===== src/rtl/score_tracker.sv =====
// Score, coin and row tracker for one game; follows the game FSM state and
// raises a one-cycle idle_timeout pulse when the player stops advancing.
`timescale 1ns/1ps
module score_tracker #(
   parameter logic [9:0]  SCORE_MAX   = 10'd999,
   parameter logic [9:0]  COIN_MAX    = 10'd999,
   parameter logic [9:0]  BACK_LIMIT  = 10'd3,
   parameter logic [27:0] IDLE_CYCLES = 28'd200_000_000
) (
   input  logic       clk,
   input  logic       rst_n,
   input  logic [2:0] game_state,
   input  logic       move_fwd,
   input  logic       move_back,
   input  logic       coin_hit,
   output logic [9:0] score,
   output logic [9:0] coin,
   output logic [9:0] row,
   output logic       idle_timeout
);

   localparam int unsigned W  = 10;
   localparam int unsigned CW = 28;

   localparam logic [2:0] GS_MAIN = 3'd0;
   localparam logic [2:0] GS_PLAY = 3'd1;
   localparam logic [2:0] GS_DEAD = 3'd2;

   typedef enum logic [1:0] {
      ST_IDLE   = 2'd0,
      ST_RUN    = 2'd1,
      ST_FROZEN = 2'd2
   } state_t;

   state_t          r_state;
   state_t          w_state_nxt;
   logic            r_fwd_d;
   logic            r_back_d;
   logic            r_coin_d;
   logic [W-1:0]    r_score;
   logic [W-1:0]    r_coin;
   logic [W-1:0]    r_row;
   logic [CW-1:0]   r_idle_cnt;
   logic            r_timeout;

   logic [W-1:0]    w_score_nxt;
   logic [W-1:0]    w_coin_nxt;
   logic [W-1:0]    w_row_nxt;
   logic [CW-1:0]   w_cnt_nxt;
   logic            w_timeout_nxt;

   logic            w_run;
   logic            w_enter_run;
   logic            w_fwd_ev;
   logic            w_back_ev;
   logic            w_coin_ev;
   logic            w_fwd_only;
   logic            w_back_only;
   logic            w_back_ok;
   logic [W-1:0]    w_row_inc;
   logic [W-1:0]    w_coin_inc;
   logic [W:0]      w_row_lim;

   assign w_run       = (r_state == ST_RUN);
   assign w_enter_run = (w_state_nxt == ST_RUN) && !w_run;

   // Events are only honoured while already running; edge flops run always.
   assign w_fwd_ev    = move_fwd  & ~r_fwd_d  & w_run;
   assign w_back_ev   = move_back & ~r_back_d & w_run;
   assign w_coin_ev   = coin_hit  & ~r_coin_d & w_run;
   assign w_fwd_only  = w_fwd_ev  & ~w_back_ev;
   assign w_back_only = w_back_ev & ~w_fwd_ev;

   assign w_row_inc  = (r_row  >= SCORE_MAX) ? SCORE_MAX : r_row + W'(1);
   assign w_coin_inc = (r_coin >= COIN_MAX)  ? COIN_MAX  : r_coin + W'(1);

   // Retreat limit evaluated one bit wider so row+BACK_LIMIT cannot wrap.
   assign w_row_lim  = {1'b0, r_row} + {1'b0, BACK_LIMIT};
   assign w_back_ok  = (r_row != '0) && (w_row_lim > {1'b0, r_score});

   always_ff @(posedge clk or negedge rst_n) begin
      if (!rst_n) begin
         r_state <= ST_IDLE;
      end else begin
         r_state <= w_state_nxt;
      end
   end

   always_comb begin
      w_state_nxt = r_state;
      case (r_state)
         ST_IDLE: begin
            if (game_state == GS_PLAY) w_state_nxt = ST_RUN;
         end
         ST_RUN: begin
            if (game_state == GS_DEAD)      w_state_nxt = ST_FROZEN;
            else if (game_state == GS_MAIN) w_state_nxt = ST_IDLE;
         end
         ST_FROZEN: begin
            if (game_state == GS_PLAY)      w_state_nxt = ST_RUN;
            else if (game_state == GS_MAIN) w_state_nxt = ST_IDLE;
         end
         default: w_state_nxt = ST_IDLE;
      endcase
   end

   // Datapath next-state: clear on game entry, update on events while running.
   always_comb begin
      w_score_nxt   = r_score;
      w_coin_nxt    = r_coin;
      w_row_nxt     = r_row;
      w_cnt_nxt     = '0;
      w_timeout_nxt = 1'b0;
      if (w_enter_run) begin
         w_score_nxt = '0;
         w_coin_nxt  = '0;
         w_row_nxt   = '0;
      end else if (w_run) begin
         if (w_fwd_only) begin
            w_row_nxt = w_row_inc;
            if (w_row_inc > r_score) w_score_nxt = w_row_inc;
         end else begin
            if (w_back_only && w_back_ok) w_row_nxt = r_row - W'(1);
            if (r_idle_cnt >= IDLE_CYCLES - CW'(1)) begin
               w_timeout_nxt = 1'b1;
            end else begin
               w_cnt_nxt = r_idle_cnt + CW'(1);
            end
         end
         if (w_coin_ev) w_coin_nxt = w_coin_inc;
      end
   end

   always_ff @(posedge clk or negedge rst_n) begin
      if (!rst_n) begin
         r_fwd_d    <= 1'b0;
         r_back_d   <= 1'b0;
         r_coin_d   <= 1'b0;
         r_score    <= '0;
         r_coin     <= '0;
         r_row      <= '0;
         r_idle_cnt <= '0;
         r_timeout  <= 1'b0;
      end else begin
         r_fwd_d    <= move_fwd;
         r_back_d   <= move_back;
         r_coin_d   <= coin_hit;
         r_score    <= w_score_nxt;
         r_coin     <= w_coin_nxt;
         r_row      <= w_row_nxt;
         r_idle_cnt <= w_cnt_nxt;
         r_timeout  <= w_timeout_nxt;
      end
   end

   assign score        = r_score;
   assign coin         = r_coin;
   assign row          = r_row;
   assign idle_timeout = r_timeout;

endmodule


===== config.mk =====
export PLATFORM = sky130hd
export DESIGN_NAME = score_tracker
export DESIGN_NICKNAME = d
export VERILOG_FILES = /design/src/rtl/score_tracker.sv
export SDC_FILE = /design/constraint.sdc
export NUM_CORES = 1
export LEC_CHECK = 0
export BUFFER_PORTS_ARGS = -buffer_cell sky130_fd_sc_hd__buf_2
export CORE_MARGIN = 8
export CORE_UTILIZATION = 46
export CTS_CLUSTER_DIAMETER = 120
export DETAILED_ROUTE_END_ITERATION = 12
export PLACE_DENSITY = 0.71
export SETUP_SLACK_MARGIN = 0.1
export SYNTH_ARGS = -nofsm -noshare
export SYNTH_HDL_FRONTEND = slang
export SYNTH_SLANG_ARGS = --single-unit

===== constraint.sdc =====
create_clock -name clk -period 2.9 [get_ports clk]
set_input_delay 0.435 -clock clk [delete_from_list [all_inputs] [get_ports clk]]
set_output_delay 0.435 -clock clk [all_outputs]
set_load 0.005 [all_outputs]

==> summary.txt, run 1 <==
Clocking
  – Total CTS buffers: 9
  – CTS tree: done
  – Clk slew on worst S/H paths: 0.07 ns
  – CTS sink count: 64
  – Clk Latency, worst-skew pair: 0.34 ns
  – Clock buffer depth: 2
  – Clock Root Buffer: clkbuf_8
  – Htree depth: 3

Synthesis
  – Post-synth top cells: dfrtp_1, a21oi_1, nor2_1
  – Synthesized flop and latch total: 64
  – Number of synthesized flops with an enable pin: 0
  – Synth Area in Simple Gates: 0.249
  – Largest family of logic cells by synthesized area: simple AND/OR/NAND/NOR gates
  – Synth area leaders: dfrtp_1, ha_1, a21oi_1
  – Mapped Cells: 490
  – Synth Area in Adders: 0.0729
  – Cell Area, Synth: 4290 um2
  – Asr flop ratio synth: 1.00
  – Largest area contributor in the netlist: dfrtp_1
  – Mapped Nets: 523
  – Syn. warnings: 0
  – Area share of the largest cell type after synthesis: 0.373
  – Avg Cell Area, Syn: 8.76 um2
  – Compound-Gate Fraction of Synth Area: 0.174
  – Mux contribution to synthesized area: 0.00816
  – Post-synthesis sequential area ratio: 0.373
  – Xor/xnor cell area share of the yosys netlist: 0.0796
  – Yosys cell types: 62
  – Most used DFF post-synth: dfrtp_1
  – Count leader, synth: dfrtp_1

Critical path
  – Setup crit start: row[1]
  – CP delay by family, top: simple AND/OR/NAND/NOR gates
  – Required time of the critical path: 3.15 ns
  – Cell type of the slowest stage on the worst timing path: or4_4
  – Crit-path cells: inv_4 -> ha_4 -> nor3_4 -> nand3_1 -> xnor2_1 -> ha_1 -> nand4_1 -> a211oi_2 -> or4_4 -> nand4_1 -> mux2_4 -> a211oi_2
  – WP buf/inv: 1
  – Startpoint Class: register
  – R2R cell count: 12
  – Largest stage delay, worst path: 0.54 ns
  – R2r endpoint: row[8]
  – Crit-path max FO: 5
  – Crit path DAT: 3.01 ns
  – Reg2reg start: row[1]
  – CP endpoint kind: register
  – Setup CP Type: register to register
  – Worst Setup EP: row[8]
  – R2R setup slack: 0.14 ns
  – Crit path depth: 12

Timing
  – Final hold violations: 0
  – Slew Limit Fails: 0
  – Final Cycle Share: 0.952
  – Final setup viols: 0
  – Slew margin rel.: 0.364
  – Fin crit period: 2.76 ns
  – RSZ-0062 raised after global routing: true
  – Worst-case clock skew: 0.00779 ns
  – Fmax: 362 MHz
  – Slew @ Worst Pin: 0.951 ns

Detailed routing
  – DRT Wirelength: 11,400 um
  – Remaining DRCs: 0
  – Final ANT Viol Nets: 0
  – Number of detailed-route iterations in the first pass: 8
  – DR vias/cell: 5.95
  – Vias: 4,015
  – Routed WL per cell: 16.9 um
  – Initial drt markers: 371

Finish
  – Diodes inserted: 0
  – Final instance area: 5160 um2
  – Ratio of cells with drive above 1 in the final layout: 0.248
  – Nets: 593
  – Finished Layout Cells: 675
  – Syn-to-layout area delta: 20.3%

Global route
  – GR Layer Usage met2: 0.304
  – First-pass GRT wire length: 19,100 um
  – GRT Util Overall: 0.183
  – Met3 Use GR: 0.0392
  – Initial antenna violation count: 0
  – Gr busiest metal: met2
  – GRT met1 Usage: 0.221
  – Largest net degree at the start of global routing: 38
  – Vias in the first global route: 4,019
  – Global route overflow: 0

Floorplanning
  – Initial core utilization: 0.469
  – Io pins: 39
  – Chip Height: 113 um
  – Die area: 12,700 um2
  – Core area: 9150 um2
  – Die span in x: 113 um
  – # rows: 35

Placed design
  – Post-DP HPWL: 8310 um
  – Placed Cells: 648
  – Area of placed instances: 4770 um2
  – GPL Wtd Cong: 0.917
  – Port-buffer cells: 38

Power
  – Lkg Pwr: 2.30 nW
  – Power Density: 906 nW/um2
  – Largest vdd supply drop: 468 uV

Status
  – Status: completed

Job
  – Max-Cap Viols: 0

Min path
  – Worst hold path class: input port to register
-- placed cells by master (no fill, tap or decap), types with 8 or more instances in the layout --
| cell type | instances |
|---|---|
| o21ai_0 | 16 |
| dfrtp_1 | 59 |
| xnor2_1 | 17 |
| clkbuf_8 | 9 |
| ha_1 | 24 |
| nand3_1 | 35 |
| nand4_1 | 13 |
| nand2_1 | 37 |
| xor2_1 | 22 |
| o31ai_1 | 8 |
| nor2_1 | 41 |
| and3_1 | 9 |
| buf_4 | 39 |
| inv_1 | 19 |
| a21oi_1 | 49 |
| nor3_1 | 16 |
| buf_2 | 38 |
-- cells by family (layout without fill, tap and decap cells) --
kind of cell / after synthesis / in the layout
multiplexers: 3 / 3
adder cells (fa/ha/maj): 25 / 25
flip-flops: 64 / 64
XOR/XNOR: 39 / 39
AND/OR/NAND/NOR: 200 / 200
buffers and inverters: 40 / 114
AO/OA/AOI/OAI: 119 / 119
-- layer usage --
layer  part of all wire  wire [um]  up-vias
li1                   -          -     1912
met1               0.44       5030     1940
met2               0.47       5430      129
met3              0.060        686       34
met4              0.026        293        0
met5                  0          0        -
-- worst min path at each step --
stage                        start  endpoint  depth (start not counted)
after floorplan              rst_n   coin[0]                          0
after global placement       rst_n    row[5]                          1
after detailed placement     rst_n    row[5]                          1
after CTS                 coin_hit  r_coin_d                          1
after global routing      coin_hit  r_coin_d                          1
final                     coin_hit  r_coin_d                          1
-- timing repair --
item | in CTS | in global routing
setup endpoints to repair | 15 | 19
buffers inserted | 4 | 7
gates resized for setup | 8 | 16
endpoints found under the hold margin | 8 | 0
hold buffers | 1 | 0
pin swaps | 3 | 8
-- area by class of cell --
type                            count  area (um2)
Clock buffer                        9         124
Fill cell                         777        3990
Inverter                           21        83.8
Sequential cell                    64        1610
Multi-Input combinational cell    386        2630
Timing Repair Buffer               78         493
Tap cell                          111         139
Clock inverter                      6        85.1
-- through the flow --
| stage | utilization | setup slack, ns | total power [W] | TNS [ns] | hold slack, ns |
|---|---|---|---|---|---|
| 2_1_floorplan | - | 0.0463 | 0.00283 | 0 | 0.139 |
| 3_5_place_dp | 0.522 | -0.0202 | 0.00349 | -0.0528 | 0.331 |
| 6_report | 0.564 | 0.139 | 0.00468 | 0 | 0.234 |
| 5_1_grt | 0.564 | -0.0224 | 0.00499 | -0.0309 | 0.224 |
| 4_1_cts | 0.552 | 0.0965 | 0.00447 | 0 | 0.225 |
| 3_3_place_gp | 0.522 | 0.0348 | 0.00343 | 0 | 0.328 |
-- power by group --
part,internal [W],total (W),switching [W]
Sequential,0.00103,0.00117,0.000141
Combinational,0.00114,0.00267,0.00152
Clock,0.000476,0.000838,0.000362
Total,0.00265,0.00468,0.00203
-- state kept, by name, summed over array words and instances, names as in the netlist --
| register | cells |
|---|---|
| idle_timeout | 1 |
| score | 10 |
| r_fwd_d | 1 |
| r_back_d | 1 |
| r_idle_cnt | 28 |
| r_coin_d | 1 |
| row | 10 |
| coin | 10 |
| r_state | 2 |
(Power assumes the default switching activity.)
==> run 2: changes to the inputs <==
--- a/config.mk
+++ b/config.mk
@@ -5,12 +5,12 @@
 export SDC_FILE = /design/constraint.sdc
 export NUM_CORES = 1
 export LEC_CHECK = 0
-export BUFFER_PORTS_ARGS = -buffer_cell sky130_fd_sc_hd__buf_2
 export CORE_MARGIN = 8
 export CORE_UTILIZATION = 46
 export CTS_CLUSTER_DIAMETER = 120
 export DETAILED_ROUTE_END_ITERATION = 12
-export PLACE_DENSITY = 0.71
+export DONT_BUFFER_PORTS = 1
+export PLACE_DENSITY = 0.65
 export SETUP_SLACK_MARGIN = 0.1
 export SYNTH_ARGS = -nofsm -noshare
 export SYNTH_HDL_FRONTEND = slang
==> constraint.sdc (replaced) <==
create_clock -name clk -period 3.25 [get_ports clk]
set_input_delay 0.4875 -clock clk [delete_from_list [all_inputs] [get_ports clk]]
set_output_delay 0.4875 -clock clk [all_outputs]
set_load 0.005 [all_outputs]
==> run 2 against run 1 <==
Compared with the run above: hold slack lost 0.23 ns; wire length shrank 3.9%; cell area shrank 7.5%; critical path type unchanged.
==> summary.txt, run 2 (same netlist as run 1, synthesis figures left out) <==
Critical path
  – R2R cell count: 13 (+1)
  – Reg2reg start: row[1]
  – Crit path DAT: 3.29 ns (+0.28 ns)
  – Cell type of the slowest stage on the worst timing path: or4_4
  – CP most frequent cell: nand4_1
  – R2R setup slack: 0.23 ns (+0.09 ns)
  – CP endpoint kind: register
  – Startpoint Class: register
  – Required time of the critical path: 3.51 ns (+0.36 ns)
  – CP delay by family, top: simple AND/OR/NAND/NOR gates
  – Largest stage delay, worst path: 0.60 ns (+0.06 ns)
  – Crit-path max FO: 6 (+1)
  – R2r endpoint: row[8]
  – Crit-path cells: inv_2 -> ha_2 -> nor3_2 -> buf_4 -> nand3_1 -> xnor2_1 -> ha_1 -> nand4_1 -> o21ai_1 -> or4_4 -> nand4_1 -> mux2_4 -> a211oi_2
  – Setup CP Type: register to register
  – WP buf/inv: 2 (+1)

Min path
  – Worst hold path class: input port to asynchronous set/reset pin

Floorplanning
  – Core area: 9150 um2 (unchanged)
  – Initial core utilization: 0.469 (unchanged)
  – Die area: 12,700 um2 (unchanged)
  – Chip Height: 113 um (unchanged)
  – Die span in x: 113 um (unchanged)
  – # rows: 35 (unchanged)
  – Io pins: 39 (unchanged)

Finish
  – Ratio of cells with drive above 1 in the final layout: 0.134 (-0.114)
  – Fin util: 0.522 (-0.0424)
  – Reg with most FFs: r_idle_cnt
  – Finished Layout Cells: 618 (-8.4%)
  – Syn-to-layout area delta: 11.3%
  – Filler cells: 849 (+9.3%)
  – Max FFs per register: 28 (unchanged)
  – Diodes inserted: 0 (unchanged)
  – Most common cell after layout, fill and taps aside: dfrtp_1
  – Nets: 535 (-9.8%)
  – Most frequent cells in the layout: dfrtp_1, a21oi_1, nor2_1

Timing
  – Fin crit period: 3.02 ns (+0.264 ns)
  – Slew margin rel.: 0.373 (+0.00822)
  – Slew @ Worst Pin: 0.939 ns (-0.0123 ns)
  – Final hold violations: 0 (unchanged)
  – Setup slack after layout: 0.225 ns (+0.0857 ns)
  – Setup TNS: 0 ns (unchanged)
  – Fmax: 331 MHz (-8.7%)
  – Slew Limit Fails: 0 (unchanged)
  – RSZ-0062 raised after global routing: true
  – Worst-case clock skew: 0.0138 ns (+0.00601 ns)
  – Final Cycle Share: 0.931 (-0.0212)
  – Final setup viols: 0 (unchanged)

Placed design
  – Post-DP HPWL: 7850 um (-5.6%)
  – Pre-CTS WS: 0.0602 ns (+0.0804 ns)
  – GPL Wtd Cong: 0.958 (+4.5%)
  – Port-buffer cells: 0 (-100%)
  – Placed Cells: 600 (-7.4%)

Detailed routing
  – Remaining DRCs: 0 (unchanged)
  – Initial drt markers: 254 (-32%)
  – Number of detailed-route iterations in the first pass: 4 (-4)
  – DRT Wirelength: 11,000 um (-3.9%)
  – Final ANT Viol Nets: 0 (unchanged)
  – DR vias/cell: 5.99 (+0.74%)
  – Vias: 3,703 (-7.8%)
  – Routed WL per cell: 17.8 um (+4.9%)

Clocking
  – Clk Latency, worst-skew pair: 0.36 ns (+0.02 ns)
  – CTS sink count: 64 (unchanged)
  – Total CTS buffers: 9 (unchanged)
  – Clock Root Buffer: clkbuf_8
  – Clock buffer depth: 2 (unchanged)
  – Htree depth: 3 (unchanged)
  – CTS tree: done
  – Clk slew on worst S/H paths: 0.08 ns (about the same)

Global route
  – Global route overflow: 0 (unchanged)
  – Initial antenna violation count: 0 (unchanged)
  – GRT Util Overall: 0.179 (-0.00388)
  – Largest net degree at the start of global routing: 65 (+71%)
  – Vias in the first global route: 3,575 (-11%)
  – First-pass GRT wire length: 18,300 um (-4.0%)

Power
  – Clock network power share: 0.205 (+0.026)
  – Int Pwr: 0.00213 W (-20%)
  – Switching power share of the total: 0.447 (+0.0135)
  – Largest vdd supply drop: 357 uV (-24%)
  – Sequential group share of total power: 0.270 (+0.020)
  – Final Power: 0.00385 W (-18%)
  – Lkg Pwr: 2.00 nW (-13%)
  – Power Density: 807 nW/um2 (-11%)
  – Logic gate share of total power: 0.525 (-0.045)
  – Switch Pwr: 0.00172 W (-15%)

Job
  – Max-Cap Viols: 0 (unchanged)

Status
  – Status: completed
[run 2: cell count changes in the layout (fill, tap and decap cells not counted), sizes merged]
cell / change
buf: -57
clkinvlp: -1
dlygate4sd3: -1
inv: +2
[run 2: through the flow]
step                      hold slack, ns  area (um2)
after global routing              0.0188        4780
after CTS                         0.0126        4720
after detailed placement           0.194        4460
after floorplan                    0.192        4290
after global placement             0.194        4460
final                            0.00476        4780
[run 2: per-layer routing]
layer	GRT usage	vias to the layer above	wire (um)	share of wire
li1	-	1799	-	-
met1	0.241	1786	5180	0.47
met2	0.270	108	4880	0.44
met3	0.0537	10	807	0.073
met4	0.0531	0	115	0.010
met5	0	-	0	0
[run 2: layout make-up]
type / instances / area [um2] / area share
sequential: 64 / 1600 / 0.336
multi-input combinational: 386 / 2550 / 0.535
clock inverter: 7 / 103 / 0.0215
tap: 111 / 139 / 0.0291
timing repair buffer: 20 / 174 / 0.0364
inverter: 21 / 78.8 / 0.0165
clock buffer: 9 / 124 / 0.0259
[run 2: repair_timing]
| item | CTS | global route |
|---|---|---|
| cloned | 0 | 0 |
| pin swaps | 0 | 8 |
| endpoints found under the setup margin | 5 | 13 |
| hold buffers | 1 | 0 |
| buffers inserted | 0 | 1 |
| resized for setup | 1 | 15 |
| hold endpoints to repair | 64 | 0 |
[run 2: worst max-delay path by stage]
stage	end	cells past startpoint	slack, ns	start
global route	score[8]	12	0.05	row[0]
detailed placement	score[2]	12	0.06	row[0]
global placement	row[8]	13	0.17	row[1]
floorplan	row[8]	14	0.10	row[0]
CTS	row[8]	13	0.12	row[1]
finish	row[8]	13	0.23	row[1]
[run 2: power by group through the flow]
stage	Clock [W]	Combinational (W)	Sequential [W]
2_1_floorplan	0	0.00142	0.00104
3_3_place_gp	0	0.00186	0.00105
3_5_place_dp	0	0.00189	0.00105
4_1_cts	0.000809	0.00192	0.00104
5_1_grt	0.000848	0.00222	0.00106
6_report	0.000792	0.00202	0.00104
==> run 3: changes to the inputs <==
--- a/config.mk
+++ b/config.mk
@@ -5,6 +5,7 @@
 export SDC_FILE = /design/constraint.sdc
 export NUM_CORES = 1
 export LEC_CHECK = 0
+export ABC_AREA = 1
 export CORE_MARGIN = 8
 export CORE_UTILIZATION = 46
 export CTS_CLUSTER_DIAMETER = 120
==> run 3 against run 2 <==
Compared with the run above: wire length up 4.5%; synthesized cell count up 27%; non-clock buffer count down 16; fmax up 4.4%; register-to-register slack better by 0.13 ns; clock power down 0.9%; clock skew down 0.0035 ns; critical endpoint is now score[0]; largest power group unchanged.
==> summary.txt, run 3 <==
Status
  – Status: completed

Floorplanning
  – Initial core utilization: 0.468 (-0.00149)
  – Die span in x: 115 um (+2.1%)
  – Die area: 13,200 um2 (+4.3%)
  – Core area: 9640 um2 (+5.3%)
  – # rows: 36 (+2.9%)
  – Io pins: 39 (unchanged)
  – Chip Height: 115 um (+2.1%)

Finish
  – Fin util: 0.505 (-0.0164)
  – Reg with most FFs: r_idle_cnt
  – Max FFs per register: 28 (unchanged)
  – Ratio of cells with drive above 1 in the final layout: 0.0919 (-0.0422)
  – Syn-to-layout area delta: 8.11%
  – Diodes inserted: 0 (unchanged)
  – Nets: 659 (+23%)
  – Most common cell after layout, fill and taps aside: nand2_1
  – Most frequent cells in the layout: nand2_1, nor2_1, inv_1
  – Filler cells: 978 (+15%)

Synthesis
  – Number of synthesized flops with an enable pin: 0 (unchanged)
  – Post-synth top cells: nand2_1, nor2_1, inv_1
  – Avg Cell Area, Syn: 7.22 um2 (-18%)
  – Most used DFF post-synth: dfrtp_1
  – Yosys cell types: 41 (-34%)
  – Synth area leaders: dfrtp_1, nand2_1, ha_1
  – Syn. warnings: 0 (unchanged)
  – Mapped Nets: 657 (+26%)
  – Count leader, synth: nand2_1
  – Area share of the largest cell type after synthesis: 0.355 (-0.0177)
  – Mapped Cells: 624 (+27%)
  – Post-synthesis sequential area ratio: 0.355 (-0.0177)
  – Cell Area, Synth: 4510 um2 (+5.0%)
  – Largest area contributor in the netlist: dfrtp_1
  – Synthesized flop and latch total: 64 (unchanged)
  – Asr flop ratio synth: 1.00 (unchanged)

Timing
  – Worst-case clock skew: 0.0103 ns (-0.00355 ns)
  – Slew Limit Fails: 0 (unchanged)
  – Final Cycle Share: 0.892 (-0.0392)
  – Setup slack after layout: 0.352 ns (+0.127 ns)
  – Slew margin rel.: 0.604 (+0.231)
  – RSZ-0062 raised after global routing: false
  – Final setup viols: 0 (unchanged)
  – Fin crit period: 2.90 ns (-0.127 ns)
  – Setup TNS: 0 ns (unchanged)
  – Final hold violations: 0 (unchanged)
  – Fmax: 345 MHz (+4.4%)
  – Slew @ Worst Pin: 0.593 ns (-0.346 ns)

Critical path
  – Startpoint Class: register
  – CP most frequent cell: nand2_1
  – Crit-path cells: nand2_1 -> nor2_1 -> nand2_1 -> nand3_1 -> inv_1 -> ha_1 -> nand4_1 -> nand3b_1 -> nand3_1 -> o41ai_2 -> nand2_2 -> nand2_2 -> nand2_1 -> nand2_1
  – R2r endpoint: score[0]
  – Cell type of the slowest stage on the worst timing path: dfrtp_1
  – Required time of the critical path: 3.49 ns (-0.02 ns)
  – Reg2reg start: row[3]
  – Crit path DAT: 3.14 ns (-0.15 ns)
  – Largest stage delay, worst path: 0.66 ns (+0.06 ns)
  – R2R cell count: 14 (+1)
  – Setup CP Type: register to register
  – R2R setup slack: 0.35 ns (+0.13 ns)
  – CP endpoint kind: register
  – Crit-path max FO: 12 (+6)

Detailed routing
  – DR vias/cell: 5.32 (-11%)
  – Met1 Wirelength: 5520 um (+6.5%)
  – Vias: 4,068 (+9.9%)
  – Metal3 WL: 800 um (-0.87%)
  – DRT Wirelength: 11,500 um (+4.5%)
  – Final ANT Viol Nets: 0 (unchanged)
  – DR top layer: met4
  – Remaining DRCs: 0 (unchanged)
  – Routed wl met2: 5010 um (+2.8%)
  – Initial drt markers: 302 (+19%)
  – Number of detailed-route iterations in the first pass: 5 (+1)
  – Routed WL per cell: 15.0 um (-15%)

Global route
  – Global route overflow: 0 (unchanged)
  – GRT Util Overall: 0.186 (+0.00669)
  – Vias in the first global route: 3,850 (+7.7%)
  – Largest net degree at the start of global routing: 65 (unchanged)
  – Initial antenna violation count: 0 (unchanged)
  – First-pass GRT wire length: 19,600 um (+7.0%)

Placed design
  – Post-DP HPWL: 8830 um (+13%)
  – GPL Wtd Cong: 1.01 (+5.4%)
  – Pre-CTS WS: 0.219 ns (+0.159 ns)
  – Port-buffer cells: 0 (unchanged)

Clocking
  – Htree depth: 3 (unchanged)
  – CTS sink count: 64 (unchanged)
  – Clk Latency, worst-skew pair: 0.35 ns (about the same)
  – Clock buffer depth: 2 (unchanged)
  – Clk slew on worst S/H paths: 0.08 ns (about the same)
  – Total CTS buffers: 9 (unchanged)
  – Setup Buffers After CTS: 0 (unchanged)
  – CTS tree: done
  – Clock Root Buffer: clkbuf_8

Power
  – Power Density: 817 nW/um2 (+1.2%)
  – Lkg Pwr: 2.29 nW (+14%)
  – Largest vdd supply drop: 406 uV (+14%)

Job
  – Max-Cap Viols: 0 (unchanged)

Min path
  – Worst hold path class: input port to asynchronous set/reset pin
==> run 3: cell count changes after synthesis, sizes merged, moves of 7 or more <==
| cell | delta |
|---|---|
| and3 | -10 |
| nand3 | +22 |
| clkbuf | -8 |
| xnor2 | -12 |
| nand2 | +117 |
| a21oi | -20 |
| inv | +59 |
| nor2 | +36 |
| o31ai | -7 |
==> run 3: report_power, final <==
part / internal, W / switching (W) / total, W / leakage [nW]
logic: 0.000669 / 0.00135 / 0.00202 / 1.31
clock network: 0.000439 / 0.000346 / 0.000785 / 0.114
registers: 0.000940 / 0.000239 / 0.00118 / 0.862
==> run 3: worst max-delay path: cells and delay by family, from the launching register on <==
| family | cells | cell delay [ns] |
|---|---|---|
| and+or+nand+nor | 11 | 1.66 |
| DFF | 1 | 0.66 |
| adders and majority gates | 1 | 0.29 |
| AOI/OAI and AO/OA | 1 | 0.09 |
| buffers and inverters | 1 | 0.08 |
==> run 3: kinds of logic (layout without fill, tap and decap cells) <==
family,count (synthesis),count (layout),synth area share
AND/OR/NAND/NOR,349,349,0.354
buffers and inverters,93,100,0.0866
XOR/XNOR,25,25,0.0486
AO/OA/AOI/OAI,68,68,0.0858
flip-flops,64,64,0.355
adder cells (fa/ha/maj),25,25,0.0694
==> run 3: final cells by class <==
class                      instances  area [um2]  area share
clock buffer                       9         124      0.0254
clock inverter                     7         104      0.0213
inverter                          80         300      0.0616
multi-input combinational        467        2520       0.518
sequential                        64        1600       0.329
tap                              133         166      0.0342
timing repair buffer               4        50.0      0.0103
==> run 3: routing by layer <==
layer | vias up | track usage
li1 | 2034 | -
met2 | 120 | 0.280
met1 | 1901 | 0.253
met3 | 13 | 0.0457
met5 | - | 0
met4 | 0 | 0.0648
==> run 3: worst max path at each step <==
stage / from / end / slack (ns) / cells after the start
after floorplan: row[0] / score[0] / 0.97 / 13
after global placement: row[0] / score[6] / 0.24 / 15
after detailed placement: row[0] / score[8] / 0.22 / 15
after CTS: row[0] / score[0] / 0.21 / 15
after global routing: row[1] / score[9] / 0.11 / 15
final: row[3] / score[0] / 0.35 / 14
==> run 3: stage by stage <==
step                      instance area (um2)  std cells  total power [W]  hold WS [ns]
after global placement                   4610        747          0.00310         0.195
after CTS                                4860        764          0.00396       0.00622
final                                    4870        764          0.00398       0.00105
after floorplan                          4510        624          0.00268         0.192
after detailed placement                 4610        747          0.00313         0.196
after global routing                     4870        764          0.00434        0.0110
==> run 3: timing repair <==
action	4_1_cts	5_1_grt
hold endpoints to repair	64	0
endpoints found under the setup margin	0	14
hold buffers	1	0
resized for setup	0	3
